### src/rtl/alu_op_sequencer.sv
// alu_op_sequencer
//   Control sequencer for one ALU-class operation at a time. An operation is
//   accepted in IDLE and then runs through EXEC, and for memory operations
//   also MEMWAIT and WB, before a one-cycle DONE.
//
// Parameters
//   MEM_TIMEOUT     maximum MEMWAIT cycles before the memory access is
//                   abandoned (legal 1..15)
//
// Ports
//   Clk             single clock, rising edge
//   Reset           synchronous, active high
//   Start           request to begin an operation
//   OpClass[1:0]    0 ALU, 1 ADDR64, 2 CLR, 3 REPEAT
//   RepeatCount[2:0] REPEAT iteration count, 0 encodes 8
//   MemReady        data-memory completion strobe
//   ALUSrcAControl[2:0] ALU source A: 0 ReadA, 1 constant 64, 2 zero
//   RegWrite        register-file write strobe
//   MemRead         data-memory read request
//   Busy            high whenever the FSM is not IDLE
//   Done            one-cycle completion pulse
//   Error           abort flag, meaningful only while Done is high
//   Iter[2:0]       current REPEAT iteration index
//   DebugState[2:0] raw FSM state for checkers
//
// Handshake: Start is a level request sampled only in IDLE; there is no
// ready back to the requester, Busy low marks the only acceptance window and
// a Start seen in any other state is dropped. MemReady is a completion strobe
// sampled only in MEMWAIT. All outputs are decoded from state and the
// captured operation, never from the inputs directly.

module alu_op_sequencer #(
  parameter int MEM_TIMEOUT = 8
) (
  input  logic       Clk,
  input  logic       Reset,
  input  logic       Start,
  input  logic [1:0] OpClass,
  input  logic [2:0] RepeatCount,
  input  logic       MemReady,
  output logic [2:0] ALUSrcAControl,
  output logic       RegWrite,
  output logic       MemRead,
  output logic       Busy,
  output logic       Done,
  output logic       Error,
  output logic [2:0] Iter,
  output logic [2:0] DebugState
);

  localparam logic [2:0] IDLE    = 3'd0;
  localparam logic [2:0] EXEC    = 3'd1;
  localparam logic [2:0] MEMWAIT = 3'd2;
  localparam logic [2:0] WB      = 3'd3;
  localparam logic [2:0] DONE    = 3'd4;

  localparam logic [1:0] OP_ALU    = 2'd0;
  localparam logic [1:0] OP_ADDR64 = 2'd1;
  localparam logic [1:0] OP_CLR    = 2'd2;
  localparam logic [1:0] OP_REPEAT = 2'd3;

  localparam logic [2:0] SRC_READA = 3'd0;
  localparam logic [2:0] SRC_C64   = 3'd1;
  localparam logic [2:0] SRC_ZERO  = 3'd2;

  localparam logic [3:0] WAIT_LAST = 4'(MEM_TIMEOUT - 1);

  logic [2:0] state;
  logic [1:0] opReg;
  logic [2:0] countReg;
  logic [3:0] waitCnt;
  logic [2:0] iterReg;
  logic       abortFlag;
  logic [2:0] lastIter;

  // Index of the final REPEAT iteration. The 3-bit wrap makes a count of 0
  // give 7, which is exactly the "0 means 8" encoding.
  assign lastIter = countReg - 3'd1;

  always_ff @(posedge Clk) begin
    if (Reset) begin
      state     <= IDLE;
      opReg     <= OP_ALU;
      countReg  <= 3'd0;
      waitCnt   <= 4'd0;
      iterReg   <= 3'd0;
      abortFlag <= 1'b0;
    end else begin
      case (state)
        IDLE: begin
          if (Start) begin
            opReg    <= OpClass;
            countReg <= RepeatCount;
            iterReg  <= 3'd0;
            state    <= EXEC;
          end
        end
        EXEC: begin
          case (opReg)
            OP_ADDR64: begin
              waitCnt <= 4'd0;
              state   <= MEMWAIT;
            end
            OP_REPEAT: begin
              if (iterReg == lastIter) begin
                iterReg <= 3'd0;
                state   <= DONE;
              end else begin
                iterReg <= iterReg + 3'd1;
              end
            end
            default: state <= DONE;
          endcase
        end
        MEMWAIT: begin
          // A completion arriving on the last allowed cycle still counts.
          if (MemReady) begin
            state <= WB;
          end else if (waitCnt == WAIT_LAST) begin
            abortFlag <= 1'b1;
            state     <= DONE;
          end else begin
            waitCnt <= waitCnt + 4'd1;
          end
        end
        WB: state <= DONE;
        DONE: begin
          abortFlag <= 1'b0;
          state     <= IDLE;
        end
        default: state <= IDLE;
      endcase
    end
  end

  always_comb begin
    ALUSrcAControl = SRC_ZERO;
    RegWrite       = 1'b0;
    MemRead        = 1'b0;
    case (state)
      EXEC: begin
        case (opReg)
          OP_ADDR64: begin
            ALUSrcAControl = SRC_C64;
            MemRead        = 1'b1;
          end
          OP_CLR: begin
            ALUSrcAControl = SRC_ZERO;
            RegWrite       = 1'b1;
          end
          default: begin
            ALUSrcAControl = SRC_READA;
            RegWrite       = 1'b1;
          end
        endcase
      end
      MEMWAIT: begin
        ALUSrcAControl = SRC_C64;
        MemRead        = 1'b1;
      end
      WB: begin
        ALUSrcAControl = SRC_C64;
        RegWrite       = 1'b1;
      end
      default: ;
    endcase
  end

  assign Busy       = (state != IDLE);
  assign Done       = (state == DONE);
  assign Error      = (state == DONE) && abortFlag;
  assign Iter       = iterReg;
  assign DebugState = state;

endmodule
### config.mk
export PLATFORM = sky130hd
export DESIGN_NAME = alu_op_sequencer
export DESIGN_NICKNAME = d
export VERILOG_FILES = /design/src/rtl/alu_op_sequencer.sv
export SDC_FILE = /design/constraint.sdc
export NUM_CORES = 1
export LEC_CHECK = 0
export CAP_MARGIN = 25
export CORE_MARGIN = 2
export CORE_UTILIZATION = 47
export DETAILED_ROUTE_END_ITERATION = 16
export GPL_ROUTABILITY_DRIVEN = 1
export GPL_TIMING_DRIVEN = 0
export PLACE_DENSITY = 0.8
export SYNTH_ARGS = -nofsm -noshare
export SYNTH_HDL_FRONTEND = slang
export SYNTH_SLANG_ARGS = --single-unit
export TNS_END_PERCENT = 20
### constraint.sdc
create_clock -name Clk -period 2 [get_ports Clk]
set_input_delay 0.4 -clock Clk [delete_from_list [all_inputs] [get_ports Clk]]
set_output_delay 0.4 -clock Clk [all_outputs]
set_load 0.01 [all_outputs]
==> flow_metrics.tcl <==
set metrics [dict create \
    count_of_endpoints_failing_hold_in_the_final_timing_report 0 \
    global_route.peak_usage_layer "met2" \
    nets 137 \
    path_category_of_the_worst_min_delay_check "reg2reg" \
    mostFrequentLayoutCell "clkdlybuf4s50_1" \
    proportion_of_layout_cells_with_a_drive_suffix_above_1_pct 12.2 \
    post_route_fraction_of_the_period_consumed_by_the_critical_path_pct 97.7 \
    cts_max_path_buffers 2 \
    finalClockSkew_ns 0.00779 \
    floorplan.initialDensity_pct 50.8 \
    synth_largest_type_area_fraction_pct 36.2 \
    min_from "waitCnt[1]$_SDFFE_PP0P_" \
    rsz0062_at_grt "yes" \
    die_height_um 47.4 \
    finalCoreUtilization_pct 67.0 \
    dpl_cells 145 \
    postSynthCellCount 99 \
    clkSlewWorstSetupHoldPaths_ns 0.09 \
    synth_area_leaders "dfxtp_1, mux2i_1, nor3_1" \
    synth.lib_cells_used.distinct 36 \
    gr-usage-met2_pct 29.2 \
    slew_viol_final 0 \
    h-tree-depth 1 \
    via_count 774 \
    cts-hold-fix-buffers 0 \
    worst_skew_pair.late_latency_ns 0.28 \
    final_cell_mix "clkdlybuf4s50_1, dfxtp_1, nor2_1, mux2i_1, nor3_1" \
    max_cap_viol_count 0 \
    total_power_w 0.000741 \
    finalInstanceArea_um2 1170 \
    setup.worst_path.class "reg2out" \
    rr_worst_depth 5 \
    globalplace.congestion 0.797 \
    min_tclk_post_route_ns 1.95 \
    n_antenna_cell 0 \
    run_status "finished clean" \
    critical_path.endpoint_type "output pin" \
    syn_avg_cell_area_um2 8.95 \
    clock.fmax_mhz 512 \
    ys_seq_elements 16 \
    std_cell_rows 15 \
    root_buffer "clkbuf_4" \
    dp_hpwl_um 1460 \
    global_route_wire_length_before_repair_um 2950 \
    dr.pass1.iters 4 \
    die-width_um 47.4 \
    route.antenna.remaining_nets 0 \
    yosys_warning_total 0 \
    worst_ep_required_time_ns 1.60 \
    synth_sequential_area_ratio_pct 36.2 \
    synth_nets 111 \
    startpoint_type "flop" \
    filler_cell_count 167 \
    post_cts.repair.setup_buffers 0 \
    hold-path-cell-count 2 \
    multiInputGateArea_um2 524 \
    total_power_per_unit_cell_area_nw_per_um2 634 \
    grt_pass1_vias 678 \
    cts-buffers-inserted 3 \
    worst_r2r_endpoint "waitCnt[1]$_SDFFE_PP0P_" \
    vdd.ir_drop.worst_uv 499 \
    global_route.usage.total_pct 19.1 \
    regToRegSetupSlack_ns 0.27 \
    groute.layer.met3.usage_pct 3.40 \
    synth_top_area_cell "dfxtp_1" \
    grt_util_met1_pct 25.8 \
    seqCellArea_um2 325 \
    dr.first_iter.drc_count 7 \
    grt-ovfl-total 0 \
    detailed_place.area_um2 1130 \
    mappedNetlistArea_um2 886 \
    cts_tree "built" \
    cts_num_sinks 16 \
    wl_um 1930 \
    coreArea_um2 1750 \
    initial_antenna_violation_count 0 \
    area_growth_synth_to_finish_pct 32.1 \
    finalSetupViolations 0 \
    io_buffers 21 \
    io_pins 23 \
    route.detailed.drc 0 \
    maximum_number_of_pins_on_one_net_before_global_route_repair 11 \
    critical_path_arrival_ns 1.55 \
    timing.critical_path.fanout_max 4 \
    worst_r2r_startpoint "DebugState[2]$_SDFFE_PP0P_" \
    hold-path-endpoint "waitCnt[1]$_SDFFE_PP0P_" \
    vias_per_cell 5.23 \
    design.die.area_um2 2250 \
    cellLeakagePower_nw 0.500 \
    routed_wire_length_per_instance_um 13.0 \
    layoutNonFillerInstCount 148 \
]
registers in the layout, indices dropped and copies added, names as in the netlist:
name        flops
DebugState      3
waitCnt         4
opReg           2
countReg        3
abortFlag       1
Iter            3
power breakdown:
| part | switching, W | internal, W | leakage (nW) |
|---|---|---|---|
| registers | 0.0000193 | 0.000337 | 0.131 |
| clock network | 0.0000912 | 0.0000697 | 0.0138 |
| logic | 0.000108 | 0.000116 | 0.354 |
| total | 0.000218 | 0.000523 | 0.500 |
worst max-delay path, stage by stage (launching register included):
cell and delay [ns]:
dfxtp_4 0.38, inv_1 0.07, o21ai_2 0.16, a21o_1 0.15, clkdlybuf4s50_1 0.53
routing by layer:
layer	up-vias	part of all wire [%]	wire length (µm)
met5	-	0	0
met4	0	0.98	19
met3	2	3.3	63
met2	18	48	932
met1	355	47	914
li1	399	-	-
stage by stage:
stage / hold WS (ns) / setup slack (ns) / setup TNS (ns)
6_report: 0.484 / 0.0451 / 0
3_3_place_gp: 0.470 / -0.0368 / -0.0368
4_1_cts: 0.486 / -0.103 / -0.139
2_1_floorplan: 0.458 / 0.449 / 0
5_1_grt: 0.513 / -0.0448 / -0.0486
3_5_place_dp: 0.471 / -0.0820 / -0.115
cells in the mapped netlist (all sizes together):
| cell type | instances |
|---|---|
| o211a | 1 |
| clkinv | 1 |
| xor3 | 1 |
| a311oi | 1 |
| o31ai | 1 |
| mux2i | 7 |
| xnor2 | 4 |
| or2 | 1 |
| buf | 3 |
| and4 | 1 |
| nand3b | 1 |
| nand3 | 3 |
| nand2b | 2 |
| nor3 | 8 |
| a211oi | 1 |
| clkbuf | 1 |
| and2 | 4 |
| a21o | 1 |
| o21ai | 4 |
| a21oi | 6 |
| and3 | 1 |
| nor4b | 1 |
| or3 | 3 |
| conb | 1 |
| ha | 3 |
| nor2 | 9 |
| inv | 6 |
| dfxtp | 16 |
| a22oi | 1 |
| nand2 | 4 |
| a21boi | 1 |
| or3b | 1 |
layout make-up:
cell class / count / area share, %
tap: 25 / 2.67
sequential: 16 / 27.8
buffer: 4 / 2.57
timing repair buffer: 21 / 18.0
inverter: 7 / 2.25
clock buffer: 3 / 1.93
multi-input combinational: 72 / 44.8
what timing repair did:
item,in CTS,in global routing
endpoints found under the setup margin,7,3
pin swaps,0,0
resized for setup,7,7
cell families (layout without fill, tap and decap cells):
| family | after synthesis | in the layout | share of synthesized area (%) |
|---|---|---|---|
| flip-flops | 16 | 16 | 36.2 |
| adder cells (fa/ha/maj) | 3 | 3 | 4.24 |
| XOR/XNOR | 5 | 5 | 6.64 |
| multiplexers | 7 | 7 | 7.91 |
| buffers and inverters | 11 | 35 | 6.35 |
| AND/OR/NAND/NOR | 39 | 39 | 25.3 |
| other | 1 | 1 | 0.423 |
| AO/OA/AOI/OAI | 17 | 17 | 13.0 |
worst max path at each step:
| stage | slack [ns] | end | cells after the start | startpoint |
|---|---|---|---|---|
| 2_1_floorplan | 0.45 | waitCnt[1]$_SDFFE_PP0P_ | 5 | DebugState[2]$_SDFFE_PP0P_ |
| 3_3_place_gp | -0.04 | waitCnt[1]$_SDFFE_PP0P_ | 5 | MemReady |
| 3_5_place_dp | -0.08 | waitCnt[1]$_SDFFE_PP0P_ | 5 | MemReady |
| 4_1_cts | -0.10 | MemRead | 5 | DebugState[2]$_SDFFE_PP0P_ |
| 5_1_grt | -0.04 | ALUSrcAControl[1] | 4 | opReg[1]$_SDFFE_PP0P_ |
| 6_report | 0.05 | ALUSrcAControl[1] | 4 | opReg[1]$_SDFFE_PP0P_ |
(Power assumes the default switching activity.)
